==> src/rtl/ddr3_arb_pkg.sv <==
// Shared types and helpers for the DDR3 AXI port arbiter.
// Holds the FSM state enum, requester id constants and the round-robin
// pick function used by rr_arbiter4.
package ddr3_arb_pkg;

    localparam int unsigned NUM_REQ  = 4;
    localparam int unsigned AXI_ID_W = 4;

    // Requester ids; bit 1 set means a reader, bit 0 is the port index.
    localparam logic [1:0] ID_W0 = 2'd0;
    localparam logic [1:0] ID_W1 = 2'd1;
    localparam logic [1:0] ID_R0 = 2'd2;
    localparam logic [1:0] ID_R1 = 2'd3;

    typedef enum logic [2:0] {
        ST_IDLE,
        ST_AW,
        ST_W,
        ST_AR,
        ST_R
    } state_t;

    typedef struct packed {
        logic       valid;
        logic [1:0] id;
    } pick_t;

    // First asserted request searching upward from ptr+1, wrapping mod 4.
    function automatic pick_t rr_pick(input logic [3:0] req, input logic [1:0] ptr);
        pick_t      p;
        logic [1:0] idx;
        p.valid = 1'b0;
        p.id    = 2'd0;
        for (int i = 1; i <= 4; i++) begin
            idx = ptr + 2'(i);
            if (!p.valid && req[idx]) begin
                p.valid = 1'b1;
                p.id    = idx;
            end
        end
        return p;
    endfunction

endpackage

==> src/rtl/ddr3_axi_arbiter_rr.sv <==
// rr_arbiter4: four-way round-robin pick with a registered last-winner pointer.
// Ports:
//   clk, rst       clock, synchronous active-high reset (pointer -> 3)
//   req[3:0]       request vector indexed by requester id
//   take           arbitration slot open; pointer moves only when a pick is taken
//   pick_valid_c   combinational: some request is pending
//   pick_id_c      combinational: id of the winner
module rr_arbiter4
    import ddr3_arb_pkg::*;
(
    input  logic       clk,
    input  logic       rst,
    input  logic [3:0] req,
    input  logic       take,
    output logic       pick_valid_c,
    output logic [1:0] pick_id_c
);

    logic [1:0] ptr;
    pick_t      pick;

    assign pick         = rr_pick(req, ptr);
    assign pick_valid_c = pick.valid;
    assign pick_id_c    = pick.id;

    // Pointer remembers the last winner so it has lowest priority next time.
    always_ff @(posedge clk) begin
        if (rst) begin
            ptr <= ID_R1;
        end else if (take && pick.valid) begin
            ptr <= pick.id;
        end
    end

endmodule

==> src/rtl/ddr3_axi_arbiter.sv <==
// ddr3_axi_arbiter: shares the DDR3 wrapper AXI port between two burst
// writers and two burst readers, one transaction in flight at a time.
// Ports (port-group vectors are flattened, port n at [n*W +: W]):
//   clk, rst, inited                      clock, sync reset, controller ready
//   wr_req/addr/len/ack/data/strb/next/done   writer 0/1 request and data
//   rd_req/addr/len/ack, rd_data/valid/last   reader 0/1 request and data
//   axi_aw*/w*, axi_ar*/r*                to/from the DDR3 wrapper
//   busy                                  FSM not idle
//   len_err                               sticky read burst length mismatch
module ddr3_axi_arbiter
    import ddr3_arb_pkg::*;
#(
    parameter int unsigned ADDR_W = 28,
    parameter int unsigned DATA_W = 256,
    parameter int unsigned LEN_W  = 4
) (
    input  logic                    clk,
    input  logic                    rst,
    input  logic                    inited,
    input  logic [1:0]              wr_req,
    input  logic [2*ADDR_W-1:0]     wr_addr,
    input  logic [2*LEN_W-1:0]      wr_len,
    output logic [1:0]              wr_ack,
    input  logic [2*DATA_W-1:0]     wr_data,
    input  logic [2*(DATA_W/8)-1:0] wr_strb,
    output logic [1:0]              wr_next,
    output logic [1:0]              wr_done,
    input  logic [1:0]              rd_req,
    input  logic [2*ADDR_W-1:0]     rd_addr,
    input  logic [2*LEN_W-1:0]      rd_len,
    output logic [1:0]              rd_ack,
    output logic [DATA_W-1:0]       rd_data,
    output logic [1:0]              rd_valid,
    output logic [1:0]              rd_last,
    output logic [ADDR_W-1:0]       axi_awaddr,
    output logic [LEN_W-1:0]        axi_awlen,
    output logic                    axi_awvalid,
    input  logic                    axi_awready,
    output logic [DATA_W-1:0]       axi_wdata,
    output logic [DATA_W/8-1:0]     axi_wstrb,
    input  logic                    axi_wready,
    input  logic                    axi_wusero_last,
    output logic [ADDR_W-1:0]       axi_araddr,
    output logic [LEN_W-1:0]        axi_arlen,
    output logic                    axi_arvalid,
    input  logic                    axi_arready,
    input  logic [DATA_W-1:0]       axi_rdata,
    input  logic [AXI_ID_W-1:0]     axi_rid,
    input  logic                    axi_rlast,
    input  logic                    axi_rvalid,
    output logic                    busy,
    output logic                    len_err
);

    localparam int unsigned STRB_W = DATA_W / 8;

    state_t             state, state_nxt;
    logic [1:0]         gnt_id;
    logic [ADDR_W-1:0]  addr_q;
    logic [LEN_W-1:0]   len_q;
    logic [LEN_W-1:0]   cnt;
    logic               cnt_clr, cnt_inc, err_set;

    logic [3:0]         req_vec;
    logic               arb_take, grant;
    logic               pick_valid;
    logic [1:0]         pick_id;
    logic [ADDR_W-1:0]  pick_addr;
    logic [LEN_W-1:0]   pick_len;
    logic               port;

    // wusero_last and rid carry no control meaning here; gnt_id[1] is implied by state.
    logic               unused_inputs;
    assign unused_inputs = ^{axi_wusero_last, axi_rid, gnt_id[1]};

    assign req_vec  = {rd_req[1], rd_req[0], wr_req[1], wr_req[0]};
    assign arb_take = inited && (state == ST_IDLE);
    assign grant    = arb_take && pick_valid;
    assign port     = gnt_id[0];

    rr_arbiter4 u_arb (
        .clk          (clk),
        .rst          (rst),
        .req          (req_vec),
        .take         (arb_take),
        .pick_valid_c (pick_valid),
        .pick_id_c    (pick_id)
    );

    // Address/len of the winning requester, captured at grant.
    always_comb begin
        pick_addr = wr_addr[0 +: ADDR_W];
        pick_len  = wr_len[0 +: LEN_W];
        case (pick_id)
            ID_W1: begin
                pick_addr = wr_addr[ADDR_W +: ADDR_W];
                pick_len  = wr_len[LEN_W +: LEN_W];
            end
            ID_R0: begin
                pick_addr = rd_addr[0 +: ADDR_W];
                pick_len  = rd_len[0 +: LEN_W];
            end
            ID_R1: begin
                pick_addr = rd_addr[ADDR_W +: ADDR_W];
                pick_len  = rd_len[LEN_W +: LEN_W];
            end
            default: ;
        endcase
    end

    // State, grant capture, beat counter and sticky error.
    always_ff @(posedge clk) begin
        if (rst) begin
            state   <= ST_IDLE;
            gnt_id  <= 2'd0;
            addr_q  <= '0;
            len_q   <= '0;
            cnt     <= '0;
            len_err <= 1'b0;
        end else begin
            state <= state_nxt;
            if (grant) begin
                gnt_id <= pick_id;
                addr_q <= pick_addr;
                len_q  <= pick_len;
            end
            if (cnt_clr) begin
                cnt <= '0;
            end else if (cnt_inc) begin
                cnt <= cnt + LEN_W'(1);
            end
            if (err_set) begin
                len_err <= 1'b1;
            end
        end
    end

    // Next state and handshake decode.
    always_comb begin
        state_nxt   = state;
        cnt_clr     = 1'b0;
        cnt_inc     = 1'b0;
        err_set     = 1'b0;
        wr_ack      = 2'b00;
        wr_next     = 2'b00;
        wr_done     = 2'b00;
        rd_ack      = 2'b00;
        rd_valid    = 2'b00;
        rd_last     = 2'b00;
        axi_awvalid = 1'b0;
        axi_arvalid = 1'b0;
        case (state)
            ST_IDLE: begin
                if (grant) begin
                    state_nxt = pick_id[1] ? ST_AR : ST_AW;
                end
            end
            ST_AW: begin
                axi_awvalid = 1'b1;
                if (axi_awready) begin
                    wr_ack[port] = 1'b1;
                    cnt_clr      = 1'b1;
                    state_nxt    = ST_W;
                end
            end
            ST_W: begin
                if (axi_wready) begin
                    wr_next[port] = 1'b1;
                    if (cnt == len_q) begin
                        wr_done[port] = 1'b1;
                        state_nxt     = ST_IDLE;
                    end else begin
                        cnt_inc = 1'b1;
                    end
                end
            end
            ST_AR: begin
                axi_arvalid = 1'b1;
                if (axi_arready) begin
                    rd_ack[port] = 1'b1;
                    cnt_clr      = 1'b1;
                    state_nxt    = ST_R;
                end
            end
            ST_R: begin
                if (axi_rvalid) begin
                    rd_valid[port] = 1'b1;
                    if (axi_rlast) begin
                        rd_last[port] = 1'b1;
                        err_set       = (cnt != len_q);
                        state_nxt     = ST_IDLE;
                    end else if (cnt == len_q) begin
                        // len+1 beats seen without rlast; keep waiting for it.
                        err_set = 1'b1;
                    end else begin
                        cnt_inc = 1'b1;
                    end
                end
            end
            default: state_nxt = ST_IDLE;
        endcase
    end

    assign busy       = (state != ST_IDLE);
    assign axi_awaddr = addr_q;
    assign axi_awlen  = len_q;
    assign axi_araddr = addr_q;
    assign axi_arlen  = len_q;
    assign axi_wdata  = port ? wr_data[DATA_W +: DATA_W] : wr_data[0 +: DATA_W];
    assign axi_wstrb  = port ? wr_strb[STRB_W +: STRB_W] : wr_strb[0 +: STRB_W];
    assign rd_data    = axi_rdata;

endmodule

==> config.mk <==
export PLATFORM = sky130hd
export DESIGN_NAME = ddr3_axi_arbiter
export DESIGN_NICKNAME = d
export VERILOG_FILES = /design/src/rtl/ddr3_arb_pkg.sv /design/src/rtl/ddr3_axi_arbiter_rr.sv /design/src/rtl/ddr3_axi_arbiter.sv
export SDC_FILE = /design/constraint.sdc
export NUM_CORES = 1
export LEC_CHECK = 0
export CELL_PAD_IN_SITES_DETAIL_PLACEMENT = 1
export CELL_PAD_IN_SITES_GLOBAL_PLACEMENT = 2
export CORE_AREA = 2 2 617 619
export CTS_BUF_LIST = sky130_fd_sc_hd__clkbuf_16
export DETAILED_ROUTE_END_ITERATION = 8
export DIE_AREA = 0 0 619 621
export HOLD_SLACK_MARGIN = 0.15
export PLACE_DENSITY_LB_ADDON = 0.1
export SLEW_MARGIN = 20
export SYNTH_ARGS = -nofsm -noshare
export SYNTH_HDL_FRONTEND = slang
export SYNTH_SLANG_ARGS = --single-unit
==> constraint.sdc <==
create_clock -name clk -period 4.65 [get_ports clk]
set_input_delay 0.6975 -clock clk [delete_from_list [all_inputs] [get_ports clk]]
set_output_delay 0.6975 -clock clk [all_outputs]
set_load 0.02 [all_outputs]
==> results of run 1 <==
-- per-layer routing --
metal  track usage, %  routed length [um]  vias up  part of all wire (%)
met5                0                 713        -                  0.42
li1                 -                   -     4693                     -
met4             1.65                4870      106                   2.9
met2             18.6              102000      934                    60
met3             3.74               16900      373                    10
met1             6.44               45000     5223                    27
-- sequential cells by signal, summed over array words and instances, names as in the netlist --
name	count
len_err	1
axi_arlen	4
cnt	4
axi_araddr	28
gnt_id	1
u_arb.ptr	2
state	3
-- cells in the mapped netlist, drive strengths merged, types with 2 or more instances --
cell type	instances	area share [%]
a21oi	3	0.17
mux2i	36	4.2
nor3	5	0.35
ha	2	0.29
a31oi	2	0.15
mux2	289	38
nand4	3	0.22
o211ai	34	4.8
inv	6	0.26
or3	2	0.15
xnor2	5	0.51
and2	4	0.29
nand3	32	1.9
clkbuf	16	0.70
nand3b	2	0.17
dfxtp	43	10
nand2	40	1.7
a21o	33	2.9
nor2	18	0.90
o21ai	34	2.0
and3	4	0.29
buf	333	28
o21bai	3	0.26
-- power by group through the flow --
stage	combinational [W]	sequential [W]	clock, W
CTS	0.00440	0.000612	0.000660
finish	0.00414	0.000587	0.000571
detailed placement	0.00438	0.000619	0
global placement	0.00441	0.000615	0
floorplan	0.00199	0.000547	0
global route	0.00442	0.000615	0.000645
-- layout make-up --
type                            instances  area, um2  area share (%)
Timing Repair Buffer                 1114      11100            46.6
Inverter                                6       22.5          0.0946
Sequential cell                        43        865            3.63
Tap cell                             5016       6280            26.3
Multi-Input combinational cell        568       5280            22.2
Antenna cell                           35       87.6           0.368
Clock buffer                            6        150           0.630
Clock inverter                          2       33.8           0.142
-- cell families after synthesis --
family,synth area share [%]
compound gates,11.5
flops,10.0
xor+xnor,0.510
fa+ha+maj,0.291
simple gates,6.55
buf+inv,29.1
mux,42.1
-- critical path: stages, from the launching register on --
cell	delay [ns]
dfxtp_4	0.93
buf_12	0.36
mux2_2	0.51
clkdlybuf4s50_1	0.58
-- layout by cell type, fill, tap and decap left out, types with 2 or more instances in the layout --
| cell | n |
|---|---|
| clkdlybuf4s50_1 | 1045 |
| mux2_2 | 289 |
| buf_4 | 59 |
| dfxtp_1 | 42 |
| nand2_1 | 39 |
| mux2i_1 | 36 |
| diode_2 | 35 |
| o21ai_0 | 34 |
| a21o_1 | 33 |
| nand3_1 | 32 |
| o211ai_2 | 32 |
| nor2_1 | 16 |
| buf_12 | 10 |
| inv_1 | 7 |
| clkbuf_16 | 6 |
| xnor2_1 | 5 |
| and3_1 | 4 |
| nor3_1 | 4 |
| and2_1 | 4 |
| nand4_1 | 3 |
| a21oi_1 | 3 |
| nand3b_1 | 2 |
| a31oi_1 | 2 |
| nor2_4 | 2 |
| o21bai_1 | 2 |
| o211ai_1 | 2 |
| ha_1 | 2 |
-- through the flow --
step | utilization, % | total power, W | setup WS, ns | area (um2) | hold slack [ns]
2_1_floorplan | - | 0.00253 | 2.18 | 8590 | 0.530
3_3_place_gp | 6.23 | 0.00503 | 0.919 | 23500 | 0.487
3_5_place_dp | 6.23 | 0.00499 | 0.994 | 23500 | 0.483
4_1_cts | 6.28 | 0.00567 | 0.696 | 23700 | 0.510
5_1_grt | 6.28 | 0.00568 | 0.772 | 23700 | 0.560
6_report | 6.30 | 0.00530 | 1.04 | 23800 | 0.501
-- final timing paths --
path	start	endpoint	slack [ns]
setup reg to reg	u_arb.ptr[1]$_SDFFE_PP1P_	axi_araddr[25]$_SDFFE_PP0P_	1.96
setup / recovery	gnt_id[0]$_SDFFE_PP0P_	axi_wdata[241]	1.04
hold / removal	len_err$_SDFFE_PP0P_	len_err$_SDFFE_PP0P_	0.50
hold reg to reg	len_err$_SDFFE_PP0P_	len_err$_SDFFE_PP0P_	0.50
==> results by group, run 1 <==
Run status
  • Status: finished clean

Flow run
  • Max-cap check violation count: 0

GRT
  • First-pass GRT wire length: between 150,000 and 200,000 um
  • Pin count of the biggest net entering global routing: 63
  • Grt ovf: 0
  • GRT Total Usage: under 10%
  • Vias in the first global route: roughly 12,000
  • Initial antenna violation count: 196

Timing
  • Tcrit/Tclk final: between 70 and 80%
  • Final setup skew: between 0.015 and 0.02 ns
  • Setup TNS: 0 ns
  • Crit path time final: approximately 3.6 ns
  • Max-Slew Margin vs Limit: between 30% and 40%
  • RSZ-0062 raised after global routing: no
  • Finish-stage setup viols: 0
  • Max-slew violations: 0
  • Slew @ Worst Pin: roughly 0.97 ns
  • Max Clock Freq: roughly 0.28 GHz
  • Final hold vios: 0

Worst setup path
  • Data arrival, critical path: roughly 2.9 ns
  • Req. time, crit path: 3.95 ns
  • Crit end category: primary output
  • Worst-path maximum fanout: 62
  • R2R depth: 7
  • Crit start category: flip-flop
  • CP Class: flip-flop to primary output

Yosys
  • Ys Warns: 0
  • Synth async-reset ratio: 0%
  • Mapped Area: between 0.008 and 0.009 mm2
  • FF+latch count, synth: 43
  • Count of flip-flops with a built-in enable after synthesis: 0
  • Synthesized Nets: 1,945
  • Mapped Cells: about 970
  • Unique cell type count in the Yosys netlist: 47
  • Avg Cell Area, Syn: 8.90 um2
  • Sequential area share after synthesis: roughly a tenth
  • Top_reg_cell synth: dfxtp_1

Clock network
  • Clk slew on worst S/H paths: 0.10 ns
  • Post-CTS sizing: 0
  • Root buf cell: clkbuf_16
  • Post-CTS Setup Bufs: 0
  • CTS tree: yes
  • Maximum buffer depth of the clock tree: 2
  • H-tree Lvls: 2
  • Worst skew pair latency: between 0.3 and 0.4 ns
  • Num Clock Sinks: 43
  • CTS Buf Count: 5
  • Hold_buf cts: 0

Routing
  • ANT nets after route: 0
  • DRT iter0 DRCs: 274
  • WL/cell: about 25 um
  • DRT Wirelength: 170,000 um
  • First drt pass iteration count: 4
  • DRC: 0
  • Vias per cell: about 1.7
  • Total number of vias: 11,329

Floorplanning
  • Row count: around 230
  • Core ar.: about 0.38 mm2
  • Die height: between 600 and 700 um
  • Full die area: between 0.3 and 0.4 mm2
  • Ports: ~1,600
  • Starting Density: under 10%
  • Width of the die: 619 um

Power and ir drop
  • Switching Share: about 50%
  • Worst vdd ir: 0.140 mV
  • PD cells: between 200 and 250 mW/mm2
  • Sw Pwr: about 0.0026 W
  • Leak Pwr: 6.83 nW
  • Part of the power in combinational logic: between 70% and 80%
  • Sequential power share: ~11%
  • Clock network power share: a little over a tenth
  • Cell-internal power: 0.00265 W

Placed design
  • Final Wtd Congestion: 0.818
  • Post-DP HPWL: about 160,000 um
  • DP Cell Count: 6,747
  • PortBufs: between 1,000 and 1,500

Layout
  • Final nets: 2,717
  • Layout area overhead: 177%
  • Fin cells: ~6,800
  • Layout cell share with drive strength beyond 1: 23.6%
  • Fill count: between 40,000 and 50,000

Hold path
  • Hold Crit Class: flip-flop to flip-flop
  • Hold Path Cell Cnt: 2
No activity file was read; power rests on OpenSTA's default activity.
==> run 2: changes to the inputs <==
==> constraint.sdc (replaced) <==
create_clock -name clk -period 3.1 [get_ports clk]
set_input_delay 0.465 -clock clk [delete_from_list [all_inputs] [get_ports clk]]
set_output_delay 0.465 -clock clk [all_outputs]
set_load 0.02 [all_outputs]
==> run 2 against run 1 <==
  * Combinational power increased by 54%
  * Hold slack gained 0.019 ns
  * Core utilization up 0.082 points
  * Total power is 52% higher
  * Sequential share of layout area about the same
  * Critical path type unchanged
==> results by group, run 2 (same netlist as run 1, synthesis figures left out) <==
Run status
  • Status: finished clean

Timing
  • Crit path time final: 2.97 ns
  • Final setup skew: 0.0140 ns (-0.00197 ns)
  • Final hold vios: 0 (unchanged)
  • RSZ-0062 raised after global routing: no
  • Setup TNS: 0 ns (unchanged)
  • Max-Slew Margin vs Limit: 63.9% (+29 points)
  • Tcrit/Tclk final: a little over nine tenths
  • Max Clock Freq: approximately 0.34 GHz
  • Finish-stage setup viols: 0 (unchanged)
  • Slew @ Worst Pin: 0.541 ns (-0.429 ns)
  • Max-slew violations: 0 (unchanged)

Clock network
  • Post-CTS sizing: 0 (unchanged)
  • CTS Buf Count: 5 (unchanged)
  • Post-CTS Setup Bufs: 0 (unchanged)
  • CTS tree: yes
  • Clk slew on worst S/H paths: 0.08 ns (-0.02 ns)
  • Hold_buf cts: 0 (unchanged)
  • H-tree Lvls: 2 (unchanged)
  • Maximum buffer depth of the clock tree: 2 (unchanged)
  • Root buf cell: clkbuf_16
  • Worst skew pair latency: 0.35 ns (about the same)
  • Num Clock Sinks: 43 (unchanged)

Floorplanning
  • Row count: 226 (unchanged)
  • Core ar.: 0.378 mm2 (unchanged)
  • Width of the die: 619 um (unchanged)
  • Die height: 621 um (unchanged)
  • Full die area: 0.384 mm2 (unchanged)
  • Ports: 1,601 (unchanged)
  • Starting Density: 2.27% (unchanged)

Placed design
  • Post-DP HPWL: 159,000 um (+0.47%)
  • PortBufs: 1,083 (unchanged)
  • Final Wtd Congestion: 0.830 (+1.5%)
  • DP Cell Count: 6,762 (+0.22%)

GRT
  • Pin count of the biggest net entering global routing: 63 (unchanged)
  • First-pass GRT wire length: 198,000 um (+0.17%)
  • Vias in the first global route: 12,387 (+0.63%)
  • Initial antenna violation count: 189 (-3.6%)
  • Grt ovf: 0 (unchanged)
  • GRT Total Usage: 8.49% (about the same)

Layout
  • Layout area overhead: 181%
  • Final nets: 2,732 (+0.55%)
  • Most common library cell in the layout ignoring fill and taps: clkdlybuf4s50_1
  • Max reg flops: 28 (unchanged)
  • Layout cell share with drive strength beyond 1: 26.5% (+2.9 points)
  • Most frequent cells in the layout: 1,005 x clkdlybuf4s50_1, 289 x mux2_2, 93 x buf_4, 42 x dfxtp_1, 39 x nand2_1
  • Fin cells: 6,817 (+0.40%)
  • Final core occ: 6.39% (+0.082 points)

Routing
  • ANT nets after route: 0 (unchanged)
  • First drt pass iteration count: 4 (unchanged)
  • WL/cell: 24.9 um (-0.47%)
  • DRT iter0 DRCs: 297 (+8.4%)
  • Total number of vias: 11,329 (unchanged)
  • Vias per cell: 1.66 (-0.40%)
  • DRC: 0 (unchanged)
  • DRT Wirelength: 169,000 um (about the same)

Worst setup path
  • Data arrival, critical path: 2.50 ns (-0.41 ns)
  • RR Startpoint: state[1]$_SDFFE_PP0P_
  • Req. time, crit path: 2.63 ns (-1.32 ns)
  • Crit start category: flip-flop
  • R2R depth: 6 (-1)
  • Worst-path maximum fanout: 51 (-18%)
  • Setup slack, reg-to-reg: 0.71 ns (-1.25 ns)
  • Crit Reg-Reg Endpoint: axi_araddr[24]$_SDFFE_PP0P_
  • CP Class: flip-flop to primary output
  • Crit end category: primary output
  • Crit. Startpoint: gnt_id[0]$_SDFFE_PP0P_

Power and ir drop
  • Part of the power in combinational logic: 79.2% (+1.1 points)
  • Clock network power share: 10.5% (-0.3 points)
  • Worst vdd ir: 0.191 mV (+37%)
  • PD cells: 333 mW/mm2 (+50%)
  • Sw Pwr: 0.00395 W (+49%)
  • Leak Pwr: 7.05 nW (+3.2%)
  • Switching Share: 49.2% (-0.74 points)
  • Sequential power share: 10.3% (-0.8 points)
  • Total power: 0.00803 W (+52%)
  • Cell-internal power: 0.00408 W (+54%)

Flow run
  • Max-cap check violation count: 0 (unchanged)

Hold path
  • Worst Hold End: len_err$_SDFFE_PP0P_
  • Hold wc startpoint: len_err$_SDFFE_PP0P_
  • Hold Crit Class: flip-flop to flip-flop
  • Hold Path Cell Cnt: 2 (unchanged)
## run 2: through the flow
stage               cell area, um2  setup WS, ns  hold WS [ns]
floorplan                     8590          1.01         0.530
global route                 24000       0.00334         0.563
finish                       24100         0.135         0.519
CTS                          24000        0.0136         0.526
global placement             23800         0.282         0.497
detailed placement           23800         0.288         0.503
## run 2: metal layers
metal / part of all wire (%) / up-vias / global-route usage (%)
met5: 0.32 / - / 0
met4: 2.6 / 86 / 2.38
met3: 8.6 / 326 / 3.02
met2: 60 / 886 / 18.2
met1: 28 / 5294 / 6.95
li1: - / 4737 / -
## run 2: worst max-delay path, stage by stage (launching register included)
cell             delay, ns
dfxtp_4               0.44
buf_12                0.18
buf_12                0.31
mux2_2                0.43
clkdlybuf4s50_1       0.63
## run 2: worst max-delay path by stage
stage / slack, ns / cells after the start / end
6_report: 0.13 / 4 / axi_wstrb[1]
5_1_grt: 0.003 / 4 / axi_wstrb[1]
4_1_cts: 0.01 / 4 / axi_wdata[244]
3_5_place_dp: 0.29 / 7 / axi_araddr[24]$_SDFFE_PP0P_
3_3_place_gp: 0.28 / 7 / axi_araddr[3]$_SDFFE_PP0P_
2_1_floorplan: 1.01 / 3 / rd_last[0]
## run 2: power groups by stage
stage	combinational, W	sequential, W	clock, W
5_1_grt	0.00677	0.000856	0.000951
6_report	0.00636	0.000829	0.000841
3_5_place_dp	0.00669	0.000858	0
2_1_floorplan	0.00298	0.000821	0
3_3_place_gp	0.00675	0.000854	0
4_1_cts	0.00673	0.000850	0.000972
## run 2: area by class of cell
cell class / instances / area, um2
inverters: 6 / 22.5
multi-input cells: 568 / 5280
well taps: 5016 / 6280
clock inverters: 3 / 63.8
flip-flops and latches: 43 / 865
clock buffers: 5 / 125
diodes: 47 / 118
repair buffers: 1129 / 11400
fillers: 44794 / 354000
==> run 3: changes to the inputs <==
--- a/config.mk
+++ b/config.mk
@@ -17,3 +17,4 @@
 export SYNTH_ARGS = -nofsm -noshare
 export SYNTH_HDL_FRONTEND = slang
 export SYNTH_SLANG_ARGS = --single-unit
+export TNS_END_PERCENT = 5
==> constraint.sdc (replaced) <==
create_clock -name clk -period 2.9 [get_ports clk]
set_input_delay 0.435 -clock clk [delete_from_list [all_inputs] [get_ports clk]]
set_output_delay 0.435 -clock clk [all_outputs]
set_load 0.02 [all_outputs]
==> run 3 against run 2 <==
  * Hold slack worse by 0.024 ns
  * Register-to-register slack lost 0.02 ns
  * Clock power fell by 11%
  * Global-route usage about the same
  * Largest power group unchanged
  * Highest routed layer unchanged
==> results by group, run 3 (same netlist as run 1, synthesis figures left out) <==
Layout
  • Final nets: 2,751 (+0.70%)
  • Layout area overhead: 185%
  • Most frequent cells in the layout: 984 x clkdlybuf4s50_1, 289 x mux2_2, 111 x buf_4, 53 x buf_12, 42 x dfxtp_1
  • Register area: 865 um2 (unchanged)
  • Layout cell share with drive strength beyond 1: 28.6% (+2.1 points)
  • Most common library cell in the layout ignoring fill and taps: clkdlybuf4s50_1
  • Max reg flops: 28 (unchanged)
  • Fill count: 44,817 (+0.051%)
  • Multi-input logic area: 0.00530 mm2 (+0.28%)

Worst setup path
  • Req. time, crit path: 2.47 ns (-0.16 ns)
  • Worst-path maximum fanout: 19 (-63%)
  • Largest delay contributor family on the critical path: buffers and inverters
  • Data arrival, critical path: 2.31 ns (-0.19 ns)
  • CP Class: flip-flop to primary output
  • R2R depth: 7 (+1)
  • Buf/Inv on CP: 4 (+1)
  • Critical path depth in cells: 5 (+1)
  • Crit end category: primary output
  • CP Cell Sequence: buf_12, buf_12, buf_12, mux2_2, clkdlybuf4s50_1
  • Crit start category: flip-flop
  • Crit-path slowest cell: clkdlybuf4s50_1
  • Critical Path Most Common Cell: buf_12
  • Max incr delay on CP: 0.59 ns (-0.04 ns)

Timing
  • Final setup skew: 0.0211 ns (+0.00717 ns)
  • Crit path time final: around 2.7 ns
  • Tcrit/Tclk final: between 90 and 100%
  • Finish-stage setup viols: 0 (unchanged)
  • Max-slew violations: 0 (unchanged)
  • RSZ-0062 raised after global routing: no
  • Slew @ Worst Pin: 0.661 ns (+0.120 ns)
  • Max Clock Freq: 0.364 GHz
  • Setup TNS: 0 ns (unchanged)
  • Final hold vios: 0 (unchanged)
  • Setup WS post-layout: 0.152 ns (+0.0174 ns)
  • Max-Slew Margin vs Limit: 55.8% (-8.1 points)

Routing
  • Vias per cell: 1.66 (+0.14%)
  • First drt pass iteration count: 4 (unchanged)
  • DRC: 0 (unchanged)
  • ANT nets after route: 0 (unchanged)
  • DRT Wirelength: 171,000 um (+0.87%)
  • WL/cell: 25.0 um (+0.53%)
  • DRT iter0 DRCs: 288 (-3.0%)
  • Total number of vias: 11,383 (+0.48%)

Run status
  • Status: finished clean

Power and ir drop
  • PD cells: 353 mW/mm2 (+6.0%)
  • Sw Pwr: 0.00427 W (+8.2%)
  • Switching Share: 49.5% (+0.30 points)
  • Cell-internal power: 0.00436 W (+6.9%)
  • Worst vdd ir: 0.201 mV (+5.1%)
  • Leak Pwr: 7.23 nW (+2.5%)
  • Clock network power share: 8.7% (-1.8 points)
  • Part of the power in combinational logic: 81.2% (+2.0 points)
  • Sequential power share: 10.1% (-0.2 points)

Clock network
  • Root buf cell: clkbuf_16
  • Num Clock Sinks: 43 (unchanged)
  • CTS Buf Count: 5 (unchanged)
  • Hold_buf cts: 0 (unchanged)
  • Maximum buffer depth of the clock tree: 2 (unchanged)
  • CTS tree: yes
  • Clk slew on worst S/H paths: 0.09 ns (about the same)
  • H-tree Lvls: 2 (unchanged)
  • Worst skew pair latency: 0.35 ns (about the same)

GRT
  • GRT Total Usage: 8.52% (+0.033 points)
  • Initial antenna violation count: 187 (-1.1%)
  • First-pass GRT wire length: 199,000 um (+0.45%)
  • Met3 Use GR: 2.99% (-0.023 points)
  • GR Util met2: 18.5% (+0.27 points)
  • Met1 Use GR: 6.97% (+0.018 points)
  • Vias in the first global route: 12,330 (-0.46%)
  • Grt ovf: 0 (unchanged)
  • Busiest grt layer: met2
  • Pin count of the biggest net entering global routing: 61 (-3.2%)

Floorplanning
  • Full die area: 0.384 mm2 (unchanged)
  • Core ar.: 0.378 mm2 (unchanged)
  • Width of the die: 619 um (unchanged)
  • Ports: 1,601 (unchanged)
  • Row count: 226 (unchanged)
  • Starting Density: 2.27% (unchanged)
  • Die height: 621 um (unchanged)

Placed design
  • Post-DP HPWL: 160,000 um (+0.65%)
  • Final Wtd Congestion: 0.845 (+1.7%)
  • PortBufs: 1,083 (unchanged)
  • Pre-CTS WS: 0.0204 ns (-0.267 ns)

Flow run
  • Max-cap check violation count: 0 (unchanged)

Hold path
  • Hold Crit Class: flip-flop to flip-flop
  • Hold Path Cell Cnt: 2 (unchanged)
run 3: changes by cell type in the layout (fill, tap and decap cells not counted), sizes merged:
cell,before,now
bufinv,2,0
diode,47,51
clkdlybuf4s50,1005,984
buf,124,164
clkinvlp,0,2
run 3: layout make-up:
class | instances | area share, %
repair buffers | 1148 | 48.0
well taps | 5016 | 25.6
multi-input cells | 568 | 21.6
flip-flops and latches | 43 | 3.53
diodes | 51 | 0.521
clock buffers | 5 | 0.511
clock inverters | 3 | 0.0971
inverters | 6 | 0.0920
run 3: worst paths after layout:
| check | slack, ns | endpoint | startpoint |
|---|---|---|---|
| max | 0.15 | axi_wdata[142] | gnt_id[0]$_SDFFE_PP0P_ |
| min | 0.50 | len_err$_SDFFE_PP0P_ | len_err$_SDFFE_PP0P_ |
| max reg2reg | 0.69 | axi_araddr[6]$_SDFFE_PP0P_ | u_arb.ptr[1]$_SDFFE_PP1P_ |
| min reg2reg | 0.50 | len_err$_SDFFE_PP0P_ | len_err$_SDFFE_PP0P_ |
run 3: power groups by stage:
stage          clock [W]  sequential (W)  combinational, W
2_1_floorplan          0        0.000877           0.00319
3_3_place_gp           0        0.000955           0.00735
4_1_cts         0.000837        0.000904           0.00742
5_1_grt         0.000831        0.000906           0.00746
6_report        0.000749        0.000874           0.00701
3_5_place_dp           0        0.000958           0.00729
run 3: per-stage QoR:
step	area [um2]	instances	hold slack [ns]	power [W]	utilization [%]
6_report	24500	6840	0.495	0.00863	6.48
5_1_grt	24400	6798	0.536	0.00919	6.45
4_1_cts	24400	6789	0.511	0.00916	6.45
3_5_place_dp	24100	6777	0.487	0.00825	6.39
3_3_place_gp	24100	6777	0.493	0.00831	6.39
2_1_floorplan	8590	966	0.530	0.00406	-
run 3: worst min-delay path, delay by kind of cell, from the launching register on:
family,cells,cell delay (ns)
AO/OA/AOI/OAI,1,0.05
flip-flops,1,0.35
AND/OR/NAND/NOR,1,0.07
run 3: routing by layer:
layer,wire length [um],share of wire [%]
met1,48100,28
met3,14700,8.6
met4,4570,2.7
met2,103000,60
met5,572,0.33
run 3: repair_timing:
item	4_1_cts	5_1_grt
setup endpoints to repair	215	0
gates resized for setup	2	0
buffers inserted	4	0
